### config.mk
export PLATFORM = sky130hd
export DESIGN_NAME = mc_control_unit
export DESIGN_NICKNAME = d
export VERILOG_FILES = /design/src/rtl/mc_ctrl_pkg.sv /design/src/rtl/mc_opcode_decode.sv /design/src/rtl/mc_control_unit.sv
export SDC_FILE = /design/constraint.sdc
export NUM_CORES = 1
export LEC_CHECK = 0
export ABC_AREA = 1
export CAP_MARGIN = 20
export CELL_PAD_IN_SITES_DETAIL_PLACEMENT = 1
export CELL_PAD_IN_SITES_GLOBAL_PLACEMENT = 1
export CORE_MARGIN = 2
export CORE_UTILIZATION = 21
export CTS_BUF_LIST = sky130_fd_sc_hd__clkbuf_4 sky130_fd_sc_hd__clkbuf_8
export DETAILED_ROUTE_END_ITERATION = 16
export PLACE_DENSITY = 0.85
export SLEW_MARGIN = 20
export SYNTH_ARGS = -nofsm -noshare
export SYNTH_HDL_FRONTEND = slang
export SYNTH_SLANG_ARGS = --single-unit
### constraint.sdc
create_clock -name clk -period 1.2 [get_ports clk]
set_input_delay 0.24 -clock clk [delete_from_list [all_inputs] [get_ports clk]]
set_output_delay 0.24 -clock clk [all_outputs]
set_load 0.05 [all_outputs]
### src/rtl/mc_ctrl_pkg.sv
// Shared encodings for the multi-cycle control unit: states, opcodes, mux selects
// and the one-hot instruction class produced by the opcode decoder.
package mc_ctrl_pkg;

  localparam int unsigned OPCODE_W = 7;
  localparam int unsigned SEL_W    = 2;

  typedef enum logic [2:0] {
    S_IF   = 3'd0,
    S_ID   = 3'd1,
    S_EX   = 3'd2,
    S_MEM  = 3'd3,
    S_WB   = 3'd4,
    S_BR   = 3'd5,
    S_HALT = 3'd6
  } state_t;

  localparam logic [OPCODE_W-1:0] OP_RTYPE  = 7'b0110011;
  localparam logic [OPCODE_W-1:0] OP_IARITH = 7'b0010011;
  localparam logic [OPCODE_W-1:0] OP_LOAD   = 7'b0000011;
  localparam logic [OPCODE_W-1:0] OP_STORE  = 7'b0100011;
  localparam logic [OPCODE_W-1:0] OP_BRANCH = 7'b1100011;
  localparam logic [OPCODE_W-1:0] OP_JAL    = 7'b1101111;
  localparam logic [OPCODE_W-1:0] OP_JALR   = 7'b1100111;
  localparam logic [OPCODE_W-1:0] OP_SYSTEM = 7'b1110011;

  localparam logic [SEL_W-1:0] SRC_A_PC     = 2'b00;
  localparam logic [SEL_W-1:0] SRC_A_OLD_PC = 2'b01;
  localparam logic [SEL_W-1:0] SRC_A_RS1    = 2'b10;

  localparam logic [SEL_W-1:0] SRC_B_RS2  = 2'b00;
  localparam logic [SEL_W-1:0] SRC_B_FOUR = 2'b01;
  localparam logic [SEL_W-1:0] SRC_B_IMM  = 2'b10;

  localparam logic [SEL_W-1:0] ALU_OP_ADD    = 2'b00;
  localparam logic [SEL_W-1:0] ALU_OP_FUNCT  = 2'b01;
  localparam logic [SEL_W-1:0] ALU_OP_BRANCH = 2'b10;

  localparam logic WB_SEL_ALU = 1'b0;
  localparam logic WB_SEL_MDR = 1'b1;

  // One-hot instruction class; all-zero means unknown opcode.
  typedef struct packed {
    logic r_type;
    logic i_arith;
    logic load;
    logic store;
    logic branch;
    logic jal;
    logic jalr;
    logic system;
  } inst_class_t;

endpackage

### src/rtl/mc_opcode_decode.sv
// Maps the 7-bit opcode to a one-hot instruction class.
module mc_opcode_decode
  import mc_ctrl_pkg::*;
(
  input  logic [OPCODE_W-1:0] opcode,
  output inst_class_t         inst_class
);

  always_comb begin
    inst_class = '0;
    case (opcode)
      OP_RTYPE:  inst_class.r_type  = 1'b1;
      OP_IARITH: inst_class.i_arith = 1'b1;
      OP_LOAD:   inst_class.load    = 1'b1;
      OP_STORE:  inst_class.store   = 1'b1;
      OP_BRANCH: inst_class.branch  = 1'b1;
      OP_JAL:    inst_class.jal     = 1'b1;
      OP_JALR:   inst_class.jalr    = 1'b1;
      OP_SYSTEM: inst_class.system  = 1'b1;
      default:   inst_class = '0;
    endcase
  end

endmodule

### src/rtl/mc_control_unit.sv
// Multi-cycle RV32 control FSM. Outputs are Mealy (IF/MEM strobes follow mem_ready)
// and are forced to zero while reset_n is low, without waiting for a clock edge.
module mc_control_unit
  import mc_ctrl_pkg::*;
(
  input  logic                clk,
  input  logic                reset_n,
  input  logic [OPCODE_W-1:0] opcode,
  input  logic                is_ecall_halt,
  input  logic                alu_bcond,
  input  logic                mem_ready,
  output logic                mem_read,
  output logic                mem_write,
  output logic                i_or_d,
  output logic                ir_write,
  output logic                mdr_write,
  output logic                alu_out_write,
  output logic                pc_write,
  output logic                reg_write,
  output logic [SEL_W-1:0]    alu_src_a,
  output logic [SEL_W-1:0]    alu_src_b,
  output logic [SEL_W-1:0]    alu_op_sel,
  output logic                wb_sel,
  output logic                is_halted
);

  state_t      state, state_nxt;
  inst_class_t cls;

  mc_opcode_decode u_decode (
    .opcode     (opcode),
    .inst_class (cls)
  );

  always_ff @(posedge clk or negedge reset_n) begin
    if (!reset_n) state <= S_IF;
    else          state <= state_nxt;
  end

  always_comb begin
    state_nxt     = state;
    mem_read      = 1'b0;
    mem_write     = 1'b0;
    i_or_d        = 1'b0;
    ir_write      = 1'b0;
    mdr_write     = 1'b0;
    alu_out_write = 1'b0;
    pc_write      = 1'b0;
    reg_write     = 1'b0;
    alu_src_a     = SRC_A_PC;
    alu_src_b     = SRC_B_RS2;
    alu_op_sel    = ALU_OP_ADD;
    wb_sel        = WB_SEL_ALU;
    is_halted     = 1'b0;

    if (reset_n) begin
      case (state)
        S_IF: begin
          mem_read = 1'b1;
          if (mem_ready) begin
            ir_write  = 1'b1;
            state_nxt = S_ID;
          end
        end

        // PC <= PC+4 and ALUOut <= PC+4 for every instruction.
        S_ID: begin
          alu_src_a     = SRC_A_PC;
          alu_src_b     = SRC_B_FOUR;
          alu_out_write = 1'b1;
          pc_write      = 1'b1;
          if (cls.system && is_ecall_halt)  state_nxt = S_HALT;
          else if (cls.system || cls == '0) state_nxt = S_IF;
          else                              state_nxt = S_EX;
        end

        S_EX: begin
          state_nxt = S_IF;
          if (cls.r_type) begin
            alu_src_a = SRC_A_RS1; alu_src_b = SRC_B_RS2; alu_op_sel = ALU_OP_FUNCT;
            alu_out_write = 1'b1;  state_nxt = S_WB;
          end else if (cls.i_arith) begin
            alu_src_a = SRC_A_RS1; alu_src_b = SRC_B_IMM; alu_op_sel = ALU_OP_FUNCT;
            alu_out_write = 1'b1;  state_nxt = S_WB;
          end else if (cls.load || cls.store) begin
            alu_src_a = SRC_A_RS1; alu_src_b = SRC_B_IMM;
            alu_out_write = 1'b1;  state_nxt = S_MEM;
          end else if (cls.branch) begin
            alu_src_a = SRC_A_RS1; alu_src_b = SRC_B_RS2; alu_op_sel = ALU_OP_BRANCH;
            state_nxt = alu_bcond ? S_BR : S_IF;
          end else if (cls.jal) begin
            // ALUOut keeps PC+4 from ID as the link value.
            alu_src_a = SRC_A_OLD_PC; alu_src_b = SRC_B_IMM;
            pc_write  = 1'b1;         state_nxt = S_WB;
          end else if (cls.jalr) begin
            alu_src_a = SRC_A_RS1; alu_src_b = SRC_B_IMM;
            pc_write  = 1'b1;      state_nxt = S_WB;
          end
        end

        S_MEM: begin
          i_or_d    = 1'b1;
          mem_read  = cls.load;
          mem_write = cls.store;
          if (mem_ready) begin
            mdr_write = cls.load;
            state_nxt = cls.load ? S_WB : S_IF;
          end
        end

        S_WB: begin
          reg_write = 1'b1;
          wb_sel    = cls.load ? WB_SEL_MDR : WB_SEL_ALU;
          state_nxt = S_IF;
        end

        S_BR: begin
          alu_src_a = SRC_A_OLD_PC;
          alu_src_b = SRC_B_IMM;
          pc_write  = 1'b1;
          state_nxt = S_IF;
        end

        S_HALT: begin
          is_halted = 1'b1;
          state_nxt = S_HALT;
        end

        default: state_nxt = S_IF;
      endcase
    end
  end

endmodule

==> results of run 1 <==
-- metrics by stage --
stage	worst slack, ns	TNS (ns)
floorplan	-0.459	-5.29
global placement	-0.671	-10.51
detailed placement	-0.786	-11.94
CTS	-0.683	-9.34
-- cells by family after synthesis --
logic type,after synthesis
AND/OR/NAND/NOR,72
buffers and inverters,16
AO/OA/AOI/OAI,11
flip-flops,3
-- what timing repair did --
item,CTS
pin swaps,14
setup endpoints to repair,19
gates resized for setup,44
buffers inserted,9
==> reports/metrics.csv, run 1 <==
stage,metric,value,unit
synthesis,synth_top_family_by_area,simple AND/OR/NAND/NOR gates,
clock_tree,clockBufferDepth,2,
synthesis,synthTopCellsByCount,"nand2_1, nor2_1, inv_1",
synthesis,synth_cells,102,
place,place_hpwl,2.80,mm
synthesis,syn_area_per_cell,5.04,sq um
synthesis,synth_area,514,sq um
clock_tree,clockRootBuffer,clkbuf_4,
synthesis,synth.net_count,114,
synthesis,ys_types,16,
synthesis,yosysMostFrequentCell,nand2_1,
synthesis,synth_compound_area_share,11.7,%
floorplan,die_w,53.5,um
global_route,grt_antenna_before_repair,0,
status,status,aborted with a tool error,
place,placed_cells_incl_taps,195,
synthesis,seq_area_frac_synth,14.6,%
floorplan,io_pins,28,
synthesis,ys_async_sr_fraction,100,%
floorplan,fp-row-count,17,
floorplan,initial_core_util,22.8,%
status,stop_stage,global routing (5_1_grt),
synthesis,yosys-top-cells-area,"nand2_1, dfrtp_1, nor2_1",
clock_tree,hold_buffers,0,
synthesis,ys_ff_latch,3,
clock_tree,htree_levels,1,
clock_tree,cts_buffers,3,
synthesis,synth_top_cell_area_share,19.7,%
global_route,grt_max_degree,7,
synthesis,synth_warnings,0,
synthesis,synth_fa_ha_area_share,0,%
place,postPlaceCellArea,1430,sq um
synthesis,synth_mux_area_share,0,%
synthesis,synth_edf_count,0,
place,place.gp.congestion,0.793,
synthesis,synth_ff_type,dfrtp_1,
sta,worst_endpoint_kind,top-level output,
synthesis,synthSimpleGateAreaFrac,62.0,%
synthesis,synthXorXnorAreaFrac,0,%
floorplan,die_h,53.5,um
place,portBuffers,27,
sta,postGrtWorstEndpoint,pc_write,
clock_tree,cts.sinks,3,
synthesis,yosysTopAreaCell,nand2_1,
status,stop_error,[ERROR DPL-0033] detailed placement checks failed during check placement.,
==> run 2, diff against run 1 <==
--- a/config.mk
+++ b/config.mk
@@ -7,13 +7,10 @@
 export LEC_CHECK = 0
 export ABC_AREA = 1
 export CAP_MARGIN = 20
-export CELL_PAD_IN_SITES_DETAIL_PLACEMENT = 1
-export CELL_PAD_IN_SITES_GLOBAL_PLACEMENT = 1
-export CORE_MARGIN = 2
-export CORE_UTILIZATION = 21
-export CTS_BUF_LIST = sky130_fd_sc_hd__clkbuf_4 sky130_fd_sc_hd__clkbuf_8
+export CORE_AREA = 2 2 63 65
 export DETAILED_ROUTE_END_ITERATION = 16
-export PLACE_DENSITY = 0.85
+export DIE_AREA = 0 0 65 67
+export PLACE_DENSITY_LB_ADDON = 0.15
 export SLEW_MARGIN = 20
 export SYNTH_ARGS = -nofsm -noshare
 export SYNTH_HDL_FRONTEND = slang
==> constraint.sdc (replaced) <==
create_clock -name clk -period 1.6 [get_ports clk]
set_input_delay 0.32 -clock clk [delete_from_list [all_inputs] [get_ports clk]]
set_output_delay 0.32 -clock clk [all_outputs]
set_load 0.05 [all_outputs]
==> run 2 against run 1 <==
Effect of this change: the flow now finishes, with violations (setup timing); synthesized cell count is the same; synthesized area is the same.
==> reports/metrics.csv, run 2 <==
stage,metric,value,unit
critical_path,arrival,1.51,ns
place,portBuffers,27,
sta,max_freq,546,MHz
synthesis,synth_ff_type,dfrtp_1,
synthesis,synth_mux_area_share,0,%
synthesis,synthSimpleGateAreaFrac,62.0,%
drt,firstDrtPassIters,4,
synthesis,seq_area_frac_synth,14.6,%
sta,period_share,114,%
final_layout,multi_input_area,652,sq um
sta,hold_viol_final,0,
synthesis,synth_area,514,sq um
global_route,grt_usage,11.0,%
status,violations,setup timing,
critical_path,critPathCaptureType,output port,
critical_path,rrSetupSlack,0.14,ns
place,place.gp.congestion,0.740,
clock_tree,cts.sinks,3,
global_route,grt_antenna_before_repair,0,
critical_path,cp.required,1.28,ns
floorplan,initial_core_util,14.3,%
synthesis,synthXorXnorAreaFrac,0,%
floorplan,core,3610,sq um
synthesis,synth_cells,102,
power_and_ir_drop,ir_drop,646,uV
clock_tree,hold_buffers,0,
worst_hold_path,holdCritPathClass,primary input to asynchronous set/reset pin,
final_layout,fin_util,44.9,%
synthesis,synth_top_cell_area_share,19.7,%
synthesis,ys_async_sr_fraction,100,%
sta,setup_ws,-0.230,ns
synthesis,synth_fa_ha_area_share,0,%
run,maxCapViolCount,0,
drt,num_vias,895,
final_layout,final_cell_area,1620,sq um
status,status,"complete, but fails checks",
synthesis,yosys-top-cells-area,"nand2_1, dfrtp_1, nor2_1",
final_layout,n_antenna_cell,0,
final_layout,drive_gt1_share,64.7,%
place,postPlaceCellArea,1340,sq um
global_route,overflow,0,
sta,worst_slew_pin_slew,0.255,ns
synthesis,synth_compound_area_share,11.7,%
synthesis,synth_edf_count,0,
sta,skew,0.00393,ns
synthesis,synth_top_family_by_area,simple AND/OR/NAND/NOR gates,
drt,drtIter0Drc,32,
floorplan,dieArea,4360,sq um
synthesis,yosysMostFrequentCell,nand2_1,
sta,rsz0062_at_grt,true,
critical_path,cp-start-kind,flop,
floorplan,die_w,65,um
global_route,grt_pass1_vias,906,
power_and_ir_drop,p_per_area,686,nW/um^2
drt,drc,0,
clock_tree,clockBufferDepth,2,
floorplan,fp-row-count,22,
synthesis,synth_warnings,0,
drt,antenna_left,0,
final_layout,syn_to_final_growth,215,%
synthesis,synthTopCellsByCount,"nand2_1, nor2_1, inv_1",
clock_tree,path_clk_slew,0.03,ns
final_layout,finalNetCount,183,
drt,routed_wl,2.26,mm
final_layout,largest-register,state,
sta,slew_headroom,82.9,%
sta,post-route-min-period,1.83,ns
synthesis,ys_ff_latch,3,
final_layout,fillers,373,
final_layout,regArea,76.3,sq um
global_route,grt_max_degree,8,
final_layout,reg_top3,state (3),
critical_path,path_class,flop to output port,
sta,maxSlewViolCount,0,
clock_tree,cts_tree,yes,
critical_path,crit_fanout,4,
drt,post_drt_wl_per_cell,10.3,um
synthesis,syn_area_per_cell,5.04,sq um
clock_tree,clockRootBuffer,clkbuf_8,
clock_tree,htree_levels,1,
final_layout,largest_reg_flops,3,
sta,finalSetupViolations,13,
synthesis,yosysTopAreaCell,nand2_1,
place,place_hpwl,1.75,mm
drt,via_per_inst,4.11,
floorplan,die_h,67,um
synthesis,synth.net_count,114,
clock_tree,cts_buffers,3,
clock_tree,clk_latency,0.22,ns
power_and_ir_drop,power.leakage,0.722,nW
global_route,grt_pass1_wl,3.75,mm
final_layout,final_common_cell,buf_4,
synthesis,ys_types,16,
final_layout,final_cell_mix,"buf_4, nand2_1, buf_12, nor2_4",
floorplan,io_pins,28,
sta,hold_ws,0.171,ns
## run 2: cell counts after synthesis
No cell type changed its count.
## run 2: path summary, 6_finish.rpt
kind | startpoint | end | cells after the start
max | state[1]$_DFFE_PN0P_ | alu_op_sel[1] | 7
max in group asynchronous | reset_n | state[2]$_DFFE_PN0P_ | 2
min in group clk | state[2]$_DFFE_PN0P_ | state[2]$_DFFE_PN0P_ | 2
min | reset_n | state[1]$_DFFE_PN0P_ | 2
min reg2reg | state[2]$_DFFE_PN0P_ | state[2]$_DFFE_PN0P_ | 2
max reg2reg | state[1]$_DFFE_PN0P_ | state[1]$_DFFE_PN0P_ | 10
## run 2: metal layers
metal  wire length [um]  track usage [%]  part of all wire, %
met5                  0                0                    0
met4                 24             4.79                  1.1
met3                 79             1.35                  3.5
met2               1200             19.8                   53
met1                956             13.0                   42
## run 2: cell families (layout without fill, tap and decap cells)
family          after synthesis  after routing
buf+inv                      16             84
simple gates                 72             72
compound gates               11             11
flops                         3              3
## run 2: power breakdown
group	total (mW)	leakage [nW]	switching, mW	internal [mW]
Combinational	0.785	0.662	0.441	0.344
Sequential	0.0997	0.0375	0.00797	0.0917
Clock	0.226	0.0228	0.0560	0.170
Total	1.11	0.722	0.505	0.606
## run 2: cell type report
| class | instances | area share, % |
|---|---|---|
| well taps | 48 | 3.71 |
| inverters | 15 | 3.94 |
| flip-flops and latches | 3 | 4.71 |
| repair buffers | 65 | 44.6 |
| clock buffers | 4 | 2.78 |
| multi-input cells | 83 | 40.3 |
## run 2: through the flow
stage	setup TNS, ns	total power, mW	setup WS (ns)	cells
3_5_place_dp	-5.65	0.769	-0.465	203
2_1_floorplan	-0.680	0.466	-0.169	102
3_3_place_gp	-5.53	0.764	-0.450	203
4_1_cts	-2.14	1.10	-0.269	214
5_1_grt	-2.86	1.19	-0.311	218
6_report	-1.85	1.11	-0.230	218
## run 2: timing repair
action	in CTS	in global routing
pin swaps	14	11
buffers inserted	7	5
resized for setup	67	13
setup endpoints to repair	17	16
## run 2: critical path, cell delays in order (launching register included)
cell,delay (ns)
dfrtp_1,0.35
inv_2,0.04
or2_4,0.23
nor2_4,0.15
buf_12,0.14
nand2_8,0.06
nor3_4,0.15
buf_12,0.16
Note: power is estimated with default switching activity, not from simulation.
